[src/rtl/lock_pkg.sv]
// Shared key codes, display char codes and FSM state encodings for the code lock.
package lock_pkg;

   localparam logic [3:0] KeyDigitMax = 4'd9;
   localparam logic [3:0] KeyEnter    = 4'd10;
   localparam logic [3:0] KeyBack     = 4'd11;
   localparam logic [3:0] KeyClear    = 4'd12;
   localparam logic [3:0] KeyChange   = 4'd13;

   localparam logic [4:0] CharBlank = 5'd16;
   localparam logic [4:0] CharDash  = 5'd17;
   localparam logic [4:0] CharErr   = 5'd18;
   localparam logic [4:0] CharOpen  = 5'd19;

   typedef logic [1:0] state_t;

   localparam state_t StEntry   = 2'd0;
   localparam state_t StOpen    = 2'd1;
   localparam state_t StNewcode = 2'd2;
   localparam state_t StLockout = 2'd3;

endpackage

[src/rtl/code_buffer.sv]
// Digit entry buffer: stores keyed digits MS-nibble first and compares against the stored code.
module code_buffer
   import lock_pkg::*;
#(
   parameter int unsigned DIGITS = 6,
   localparam int unsigned CW = $clog2(DIGITS + 1)
) (
   input  logic                  clk_i,
   input  logic                  rst_ni,
   input  logic                  clr_i,
   input  logic                  edit_i,
   input  logic [3:0]            key_i,
   input  logic [DIGITS*4-1:0]   code_i,
   output logic [DIGITS*4-1:0]   digits_o,
   output logic [DIGITS*4-1:0]   digits_nx_o,
   output logic [CW-1:0]         cnt_nx_o,
   output logic                  full_o,
   output logic                  match_o
);

   localparam logic [CW-1:0] FullCnt = CW'(DIGITS);

   logic [DIGITS*4-1:0] digits_q, digits_d;
   logic [CW-1:0]       cnt_q, cnt_d;

   always_comb begin
      digits_d = digits_q;
      cnt_d    = cnt_q;
      if (clr_i) begin
         cnt_d = '0;
      end else if (edit_i) begin
         if (key_i <= KeyDigitMax) begin
            if (cnt_q != FullCnt) begin
               // Entry position p lands in nibble DIGITS-1-p so the first digit is the MS nibble
               for (int i = 0; i < DIGITS; i++) begin
                  if (CW'(i) == cnt_q) digits_d[(DIGITS-1-i)*4 +: 4] = key_i;
               end
               cnt_d = cnt_q + 1'b1;
            end
         end else if (key_i == KeyBack) begin
            if (cnt_q != '0) cnt_d = cnt_q - 1'b1;
         end else if (key_i == KeyClear) begin
            cnt_d = '0;
         end
      end
   end

   always_ff @(posedge clk_i) begin
      if (!rst_ni) begin
         digits_q <= '0;
         cnt_q    <= '0;
      end else begin
         digits_q <= digits_d;
         cnt_q    <= cnt_d;
      end
   end

   assign digits_o    = digits_q;
   assign digits_nx_o = digits_d;
   assign cnt_nx_o    = cnt_d;
   assign full_o      = (cnt_q == FullCnt);
   assign match_o     = (digits_q == code_i);

endmodule

[src/rtl/code_lock_ctrl.sv]
// Keypad code-lock controller: FSM, retry/lockout and relock timers, registered display bus.
module code_lock_ctrl
   import lock_pkg::*;
#(
   parameter int unsigned       DIGITS   = 6,
   parameter int unsigned       MAX_TRY  = 3,
   parameter int unsigned       LOCK_CYC = 50_000_000,
   parameter int unsigned       OPEN_CYC = 250_000_000,
   parameter logic [DIGITS*4-1:0] DEF_CODE = 24'h123456
) (
   input  logic                clk,
   input  logic                rst_n,
   input  logic [3:0]          key_num,
   input  logic                key_vld,
   output logic [DIGITS*5-1:0] seg_dout,
   output logic [DIGITS-1:0]   seg_dout_vld,
   output logic                unlocked,
   output logic                alarm
);

   localparam int unsigned CW = $clog2(DIGITS + 1);
   localparam int unsigned FW = (MAX_TRY > 1) ? $clog2(MAX_TRY + 1) : 1;
   localparam int unsigned OW = (OPEN_CYC > 1) ? $clog2(OPEN_CYC) : 1;
   localparam int unsigned LW = (LOCK_CYC > 1) ? $clog2(LOCK_CYC) : 1;

   localparam logic [FW-1:0] FailLast = FW'(MAX_TRY - 1);
   localparam logic [OW-1:0] OpenLast = OW'(OPEN_CYC - 1);
   localparam logic [LW-1:0] LockLast = LW'(LOCK_CYC - 1);

   state_t                state_q, state_d;
   logic [FW-1:0]         fail_q, fail_d;
   logic [DIGITS*4-1:0]   code_q, code_d;
   logic [OW-1:0]         otmr_q, otmr_d;
   logic [LW-1:0]         ltmr_q, ltmr_d;
   logic [DIGITS*5-1:0]   seg_q, seg_d;
   logic [DIGITS-1:0]     vld_q, vld_d;
   logic                  unl_q, unl_d;
   logic                  alarm_q, alarm_d;
   logic                  fresh_q;

   logic                  expire, buf_clr, buf_edit, buf_full, buf_match;
   logic [DIGITS*4-1:0]   buf_digits, buf_digits_nx;
   logic [CW-1:0]         buf_cnt_nx;
   logic [4:0]            ch;

   code_buffer #(
      .DIGITS (DIGITS)
   ) u_code_buffer (
      .clk_i       (clk),
      .rst_ni      (rst_n),
      .clr_i       (buf_clr),
      .edit_i      (buf_edit),
      .key_i       (key_num),
      .code_i      (code_q),
      .digits_o    (buf_digits),
      .digits_nx_o (buf_digits_nx),
      .cnt_nx_o    (buf_cnt_nx),
      .full_o      (buf_full),
      .match_o     (buf_match)
   );

   always_comb begin
      state_d  = state_q;
      fail_d   = fail_q;
      code_d   = code_q;
      buf_edit = 1'b0;
      buf_clr  = 1'b0;
      expire   = ((state_q == StOpen) && (otmr_q == OpenLast)) ||
                 ((state_q == StLockout) && (ltmr_q == LockLast));
      // A timer expiry wins over a simultaneous key, which is dropped
      if (expire) begin
         state_d = StEntry;
      end else if (key_vld) begin
         case (state_q)
            StEntry: begin
               buf_edit = 1'b1;
               if ((key_num == KeyEnter) && buf_full) begin
                  if (buf_match) begin
                     state_d = StOpen;
                     fail_d  = '0;
                  end else if (fail_q == FailLast) begin
                     state_d = StLockout;
                     fail_d  = '0;
                  end else begin
                     fail_d  = fail_q + 1'b1;
                     buf_clr = 1'b1;
                  end
               end
            end
            StOpen: begin
               if ((key_num == KeyEnter) || (key_num == KeyClear)) state_d = StEntry;
               else if (key_num == KeyChange) state_d = StNewcode;
            end
            StNewcode: begin
               buf_edit = 1'b1;
               if ((key_num == KeyEnter) && buf_full) begin
                  code_d  = buf_digits;
                  state_d = StOpen;
               end else if (key_num == KeyClear) begin
                  state_d = StOpen;
               end
            end
            default: ;
         endcase
      end
      // Every state transition starts the next state with an empty buffer
      if (state_d != state_q) buf_clr = 1'b1;
   end

   always_comb begin
      otmr_d  = ((state_q == StOpen) && (state_d == StOpen)) ? otmr_q + 1'b1 : '0;
      ltmr_d  = ((state_q == StLockout) && (state_d == StLockout)) ? ltmr_q + 1'b1 : '0;
      unl_d   = (state_d == StOpen) || (state_d == StNewcode);
      alarm_d = (state_d == StLockout);
   end

   always_comb begin
      seg_d = '0;
      vld_d = '0;
      ch    = CharBlank;
      for (int i = 0; i < DIGITS; i++) begin
         case (state_d)
            StOpen:    ch = CharOpen;
            StLockout: ch = CharErr;
            StNewcode: ch = (CW'(i) < buf_cnt_nx) ?
                            {1'b0, buf_digits_nx[(DIGITS-1-i)*4 +: 4]} : CharBlank;
            default:   ch = (CW'(i) < buf_cnt_nx) ? CharDash : CharBlank;
         endcase
         seg_d[5*i +: 5] = ch;
         vld_d[i] = fresh_q || (state_d != state_q) || (ch != seg_q[5*i +: 5]);
      end
   end

   always_ff @(posedge clk) begin
      if (!rst_n) begin
         state_q <= StEntry;
         fail_q  <= '0;
         code_q  <= DEF_CODE;
         otmr_q  <= '0;
         ltmr_q  <= '0;
         seg_q   <= {DIGITS{CharBlank}};
         vld_q   <= '0;
         unl_q   <= 1'b0;
         alarm_q <= 1'b0;
         fresh_q <= 1'b1;
      end else begin
         state_q <= state_d;
         fail_q  <= fail_d;
         code_q  <= code_d;
         otmr_q  <= otmr_d;
         ltmr_q  <= ltmr_d;
         seg_q   <= seg_d;
         vld_q   <= vld_d;
         unl_q   <= unl_d;
         alarm_q <= alarm_d;
         fresh_q <= 1'b0;
      end
   end

   assign seg_dout     = seg_q;
   assign seg_dout_vld = vld_q;
   assign unlocked     = unl_q;
   assign alarm        = alarm_q;

endmodule

[config.mk]
export PLATFORM = sky130hd
export DESIGN_NAME = code_lock_ctrl
export DESIGN_NICKNAME = d
export VERILOG_FILES = /design/src/rtl/lock_pkg.sv /design/src/rtl/code_buffer.sv /design/src/rtl/code_lock_ctrl.sv
export SDC_FILE = /design/constraint.sdc
export NUM_CORES = 1
export LEC_CHECK = 0
export BUFFER_PORTS_ARGS = -buffer_cell sky130_fd_sc_hd__buf_2
export CAP_MARGIN = 20
export CELL_PAD_IN_SITES_DETAIL_PLACEMENT = 0
export CELL_PAD_IN_SITES_GLOBAL_PLACEMENT = 2
export CORE_MARGIN = 8
export CORE_UTILIZATION = 37
export CTS_CLUSTER_DIAMETER = 100
export CTS_CLUSTER_SIZE = 20
export DETAILED_ROUTE_END_ITERATION = 8
export MAX_ROUTING_LAYER = met4
export PLACE_DENSITY_LB_ADDON = 0.2
export RECOVER_POWER = 50
export SLEW_MARGIN = 20
export SYNTH_ARGS = -nofsm -noshare
export SYNTH_HDL_FRONTEND = slang
export SYNTH_SLANG_ARGS = --single-unit
[constraint.sdc]
create_clock -name clk -period 5.4 [get_ports clk]
set_input_delay 1.35 -clock clk [delete_from_list [all_inputs] [get_ports clk]]
set_output_delay 1.35 -clock clk [all_outputs]
set_load 0.03 [all_outputs]
### Word level (Yosys, flattened, before mapping)

Cells that the tools add are included.

| storage, ports and cells | value |
|---|---|
| bits of input ports | 7 |
| output and inout bits | 38 |
| register bits after elaboration | 148 |
| logic and storage cells | 134 |

| cells by class | value |
|---|---|
| order comparisons | 7 |
| eq/ne operators | 28 |
| add/subtract/negate cells | 5 |
| reduce and logical (&&, ||, !) cells | 23 |
| bitwise gates (word level) | 1 |
| mux-type cells | 58 |

Operator list:

| cell | number |
|---|---|
| $mux W24 | 4 |
| $pmux W5 S3 | 6 |
| $mux W5 | 6 |
| $ne A5 B5 Y1 | 6 |
| $add A28 B1 Y28 const B | 1 |
| $eq A28 B28 Y1 const B | 1 |
| $add A26 B1 Y26 const B | 1 |
| $eq A26 B26 Y1 const B | 1 |
| $eq A24 B24 Y1 | 1 |
| $mux W4 | 6 |
| $mux W2 | 11 |
| $mux W3 | 7 |
| $mux W1 | 17 |
| $eq A4 B4 Y1 const B | 4 |
| $eq A2 B2 Y1 const B | 5 |
| $logic_or A1 B1 Y1 | 10 |
| $reduce_and A4 Y1 | 2 |
| $eq A2 B3 Y1 const A | 2 |
| $eq A3 B3 Y1 const A | 2 |
| $lt A1 B3 Y1 const A | 2 |
| $lt A2 B3 Y1 const A | 2 |
| $lt A3 B3 Y1 const A | 2 |
| $pmux W2 S3 | 1 |
| $logic_and A1 B1 Y1 | 5 |
| other kinds (15) | 17 |

### Depth between registers and ports, before layout

| logic depth | value |
|---|---|
| word-level depth | 15 |
| depth in mapped cells | 16 |
| mapped depth without buffers | 15 |

### Hierarchy

Synthesis repeated with hierarchy kept, for this count alone.

| unflattened totals | value |
|---|---|
| cell total of the unflattened synthesis | 809 |
| area total of the unflattened synthesis | 7120.6 um^2 |

Modules (own cells, without submodules):

| module | sequential area each (um^2) | cells an instance | instances | area each (um^2) |
|---|---|---|---|---|
| code_lock_ctrl | 2422.3 | 637 | 1 | 5415.2 |
| code_buffer | 540.5 | 172 | 1 | 1705.4 |

### Least setup slack after synthesis

Ideal clock, no wire load.

| timing path | value |
|---|---|
| path type | in2reg |
| from | input port key_num[0] |
| to | register vld_q[0] (netlist: seg_dout_vld[0]) |
| library setup time | 0.125 ns |
| setup slack | 1.147 ns |
| buffers on the path | 2 |
| data required time | 5.275 ns |
| arrival time | 4.128 ns |
| cell stages on the path | 13 |
| path through | buf_4 and4bb_1 nand2_2 nor3_2 o211ai_1 nand2_1 ha_1 clkbuf_1 nand4_4 or3_1 a22o_1 xnor2_1 o41a_1 |

| on the way | value |
|---|---|
| longest elaborated chain between the ends | 14 |
| elaborated cells between the ends (all ways) | 41 |
| those cells by class | order compare: 2; eq/ne: 9; mux: 26; reduce/logical: 4 |

RTL lines:

| what | RTL line | RTL |
|---|---|---|
| from (decl) | code_lock_ctrl.sv:13 | `input logic [3:0] key_num,` |
| $eq A4 B4 Y1 (on tied branches) | -- |  |
| $mux W2, or another cell as far along | code_lock_ctrl.sv:99 | `end else if (key_num == KeyClear) begin` |
| $mux W2 (on tied branches) | code_lock_ctrl.sv:96, code_lock_ctrl.sv:77, code_lock_ctrl.sv:91 |  |
| $pmux W2 S3 * | code_lock_ctrl.sv:74 | `case (state_q)` |
| $mux W2 * | code_lock_ctrl.sv:73 | `end else if (key_vld) begin` |
| $mux W2 * | code_lock_ctrl.sv:71 | `if (expire) begin` |
| net state_d[1] | code_lock_ctrl.sv:30 | `state_t state_q, state_d;` |
| $ne A2 B2 Y1 | code_lock_ctrl.sv:107, code_lock_ctrl.sv:130 |  |
| $mux W1 | code_lock_ctrl.sv:107 | `if (state_d != state_q) buf_clr = 1'b1;` |
| $mux W3 | code_buffer.sv:29 | `if (clr_i) begin` |
| $lt A1 B3 Y1 | code_lock_ctrl.sv:125, code_lock_ctrl.sv:127 |  |
| $mux W1 / $mux W5 (equally long branches) | code_lock_ctrl.sv:127, code_lock_ctrl.sv:125 |  |
| $pmux W5 S3 | code_lock_ctrl.sv:122 | `case (state_d)` |
| $ne A5 B5 Y1 | code_lock_ctrl.sv:130 | `vld_d[i] = fresh_q \|\| (state_d != state_q) \|\| (ch != seg_q[5*i +: 5]);` |
| $logic_or A1 B1 Y1 * | code_lock_ctrl.sv:130 |  |
| to (signal assigned) | code_lock_ctrl.sv:153 | `vld_q <= vld_d;` |
| to (decl) | code_lock_ctrl.sv:36 | `logic [DIGITS-1:0] vld_q, vld_d;` |

The timed path passes the listed nets; every way through them passes the cells marked *.
A chain may end at the register's enable or synchronous reset.

### Final worst setup path

| timing path | value |
|---|---|
| from | input port key_num[2] |
| to | register vld_q[3] (netlist: seg_dout_vld[3]) |

| on the way | value |
|---|---|
| longest elaborated chain between the ends | 14 |
| elaborated cells between the ends (all ways) | 41 |
| those cells by class | order compare: 2; eq/ne: 9; mux: 26; reduce/logical: 4 |

RTL lines:

| what | RTL line |
|---|---|
| $eq A4 B4 Y1 (on tied branches) | -- |
| $mux W2, or another cell as far along | code_lock_ctrl.sv:99 |
| $mux W2 (on tied branches) | code_lock_ctrl.sv:96, code_lock_ctrl.sv:77, code_lock_ctrl.sv:91 |
| $pmux W2 S3 * | code_lock_ctrl.sv:74 |
| $mux W2 * | code_lock_ctrl.sv:73 |
| $mux W2 * | code_lock_ctrl.sv:71 |
| net state_d[0] | code_lock_ctrl.sv:30 |
| $ne A2 B2 Y1 | code_lock_ctrl.sv:107, code_lock_ctrl.sv:130 |
| $mux W1 | code_lock_ctrl.sv:107 |
| $mux W3 | code_buffer.sv:29 |
| $lt A2 B3 Y1 | code_lock_ctrl.sv:125, code_lock_ctrl.sv:127 |
| $mux W1 / $mux W5 (equally long branches) | code_lock_ctrl.sv:127, code_lock_ctrl.sv:125 |
| $pmux W5 S3 | code_lock_ctrl.sv:122 |
| $ne A5 B5 Y1 | code_lock_ctrl.sv:130 |
| $logic_or A1 B1 Y1 * | code_lock_ctrl.sv:130 |

Marked as above.

==> flow_summary.json <==
{
  "status": "finished, violations left",
  "violations": "capacitance limit, slew limit",
  "dr.pass1.iters": 7,
  "grt_pass1_vias": 5865,
  "root_buffer": "clkbuf_16",
  "comb_power_share": 0.053,
  "vias": 5875,
  "ctsResizeCount": 0,
  "cp_slowest_stage_delay_ns": 0.64,
  "ys_warn_count": 0,
  "yosysMostFrequentCell": "dfxtp_1",
  "postCtsHoldBufs": 0,
  "worstMarginPinSlew_ns": 1.55,
  "final_layout_size_suffix_gt1_frac": 0.0709,
  "r2r-start": "ltmr_q[0]",
  "synthTopCellsByArea": "dfxtp_1, xor2_1, nand2_1",
  "grt_max_degree": 46,
  "dpl.hpwl_mm": 14.2,
  "synthTopCellsByCount": "dfxtp_1, nand2_1, nor2_1",
  "setup.worst_path.end_class": "register",
  "io-pin-count": 45,
  "setup_violations": 0,
  "p_int_mw": 1.84,
  "yosysTopAreaCellShare": 0.418,
  "synth_edf_count": 0,
  "skew_ns": 0.0111,
  "arrival_ns": 5.11,
  "cts_buffers": 17,
  "synth_ff_type": "dfxtp_1",
  "yosysSeqAreaShare": 0.418,
  "r2r_end": "seg_dout_vld[0]",
  "syn_avg_cell_area_sq_um": 8.59,
  "min_path_cells": 1,
  "wire_per_inst_microns": 17.6,
  "seqPwrFrac": 0.462,
  "portBuffers": 44,
  "swShare": 0.237,
  "grt_usage": 0.172,
  "critPathKind": "input port to register",
  "core_area_sq_um": 18800,
  "drv_slew": 78,
  "hp-class": "register to register",
  "cts_tree": "done",
  "critPathMaxFanout": 14,
  "fill_cells": 1891,
  "synth_cells": 826,
  "min_from": "otmr_q[0]",
  "netlist_area_sq_um": 7090,
  "ys_types": 82,
  "rsz0062_at_grt": "false",
  "fmax_ghz": 0.208,
  "hold_end": "otmr_q[0]",
  "clock_latency_ns": 0.43,
  "nNetsFinal": 882,
  "crit_family": "simple AND/OR/NAND/NOR gates",
  "peakVddDrop_mv": 0.207,
  "cap_violations": 2,
  "syn2layout_area_growth_pct": 13.0,
  "post-cts-setup-buffers": 0,
  "post-route-period-util": 0.888,
  "synth_top_area_cell": "dfxtp_1",
  "finalCriticalPeriod_ns": 4.80,
  "dieArea_sq_um": 23900,
  "grt_overflow_total": 0,
  "cp.required_ns": 5.71,
  "h-tree-depth": 4,
  "die_h_microns": 154,
  "die_w_microns": 154,
  "antenna_found_initial": 0,
  "ff2ff_setup_slack_ns": 1.27,
  "slowest_stage": "nor3_1",
  "worst_r2r_path_depth": 13,
  "clockBufferDepth": 2,
  "pwr-share-clk": 0.484,
  "antenna_left": 0,
  "ys_ff_latch": 148,
  "vias_per_cell": 5.30,
  "diodes": 0,
  "p_per_area_nw_per_um2": 301,
  "place_congestion": 0.854,
  "finalInstanceArea_sq_um": 8010,
  "row_count": 50,
  "async_flop_share": 0,
  "clkTransAtPathRegs_ns": 0.06,
  "hold_violations": 0,
  "post-route-drc-count": 0,
  "first_iter_violations": 297,
  "relSlewSlack": -0.0375,
  "initial_core_util": 0.378,
  "p_sw_uw": 572,
  "crit_buf_inv": 2,
  "dpl_cell_area_sq_um": 7510,
  "syn-num-nets": 845,
  "cp_cell_sequence": "clkbuf_1, and4bb_1, o21ai_0, a2bb2oi_1, a31oi_1, a21oi_1, inv_1, ha_1, nor3_1, nand2_1, xor2_1, o41a_1",
  "wirelength_mm": 19.5,
  "cts.sinks": 148,
  "power_leakage_nw": 2.89,
  "grt_pass1_wl_mm": 31.7,
  "start_kind": "input port",
  "finalSetupTns_ns": 0
}
-- flip-flops by register name, indices dropped and copies added (netlist names) --
register	cells
unlocked	1
state_q	2
u_code_buffer.cnt_q	3
code_q	24
ltmr_q	26
fail_q	2
seg_dout	30
u_code_buffer.digits_o	24
fresh_q	1
seg_dout_vld	6
otmr_q	28
alarm	1
-- cell families after synthesis --
kind of cell,Yosys count,share of synthesized area
AO/OA/AOI/OAI,133,0.122
XOR/XNOR,87,0.107
adder cells (fa/ha/maj),12,0.0212
buffers and inverters,48,0.0284
flip-flops,148,0.418
multiplexers,19,0.0286
AND/OR/NAND/NOR,379,0.275
-- power groups by stage --
stage	clock (mW)	sequential (mW)	combinational, mW
after floorplan	0	1.15	0.0829
after global placement	0	1.14	0.131
after detailed placement	0	1.14	0.132
after CTS	1.20	1.11	0.133
after global routing	1.25	1.11	0.140
final	1.17	1.11	0.128
-- layout by cell type, fill, tap and decap left out, types with 4 or more instances in the layout --
| master | netlist | routed |
|---|---|---|
| clkbuf_16 | 0 | 17 |
| o21ai_0 | 18 | 19 |
| nor4_2 | 4 | 4 |
| nor4b_1 | 4 | 4 |
| buf_2 | 2 | 4 |
| o21ai_1 | 4 | 4 |
| nor3_1 | 17 | 17 |
| mux2i_1 | 11 | 11 |
| or3_1 | 20 | 20 |
| a31oi_1 | 7 | 7 |
| inv_1 | 15 | 16 |
| nand2_1 | 105 | 106 |
| mux2_2 | 6 | 4 |
| and2_1 | 18 | 17 |
| nor2b_1 | 5 | 5 |
| nor2_1 | 98 | 98 |
| a21oi_1 | 57 | 57 |
| o31ai_1 | 5 | 5 |
| and4_1 | 5 | 5 |
| xor2_1 | 63 | 63 |
| nand2b_1 | 4 | 4 |
| buf_4 | 3 | 5 |
| and3_1 | 11 | 11 |
| dfxtp_1 | 148 | 148 |
| nand3_1 | 35 | 36 |
| o41a_1 | 4 | 4 |
| ha_1 | 12 | 12 |
| nand4_1 | 16 | 16 |
| a22o_1 | 4 | 4 |
| xnor2_1 | 24 | 24 |
| nor4_1 | 5 | 5 |
| clkbuf_1 | 25 | 43 |
-- metal layers --
metal / wire (microns) / GRT usage / vias to the layer above
met5: 0 / - / -
met1: 8840 / 0.202 / 2823
met2: 9820 / 0.291 / 84
li1: - / - / 2954
met4: 268 / 0.0513 / 0
met3: 593 / 0.0354 / 14
-- worst max-delay path by stage --
stage	from	endpoint	slack, ns	depth (start not counted)
final	key_num[2]	seg_dout_vld[3]	0.60	12
after global routing	key_num[2]	seg_dout_vld[1]	0.37	13
after CTS	key_num[2]	seg_dout_vld[0]	0.97	12
after detailed placement	key_num[2]	seg_dout_vld[0]	0.54	12
after global placement	key_num[2]	seg_dout_vld[0]	0.63	12
after floorplan	key_num[0]	seg_dout_vld[0]	1.15	13
-- cell type report --
type / count / area (sq um) / share of cell area
inverters: 16 / 60.1 / 0.00750
repair buffers: 50 / 211 / 0.0264
clock buffers: 20 / 447 / 0.0558
multi-input cells: 630 / 3910 / 0.488
flip-flops and latches: 148 / 2960 / 0.370
clock inverters: 11 / 128 / 0.0159
well taps: 234 / 293 / 0.0365
-- through the flow --
stage	utilization	setup slack (ns)	std cells	total power [mW]	hold WS (ns)
after detailed placement	0.400	0.535	1078	1.27	0.447
after CTS	0.431	0.970	1109	2.44	0.461
final	0.427	0.603	1109	2.41	0.456
after global routing	0.427	0.371	1109	2.50	0.481
after global placement	0.400	0.626	1078	1.27	0.438
after floorplan	-	1.15	826	1.23	0.426
Power figures use the tool's default switching activity.
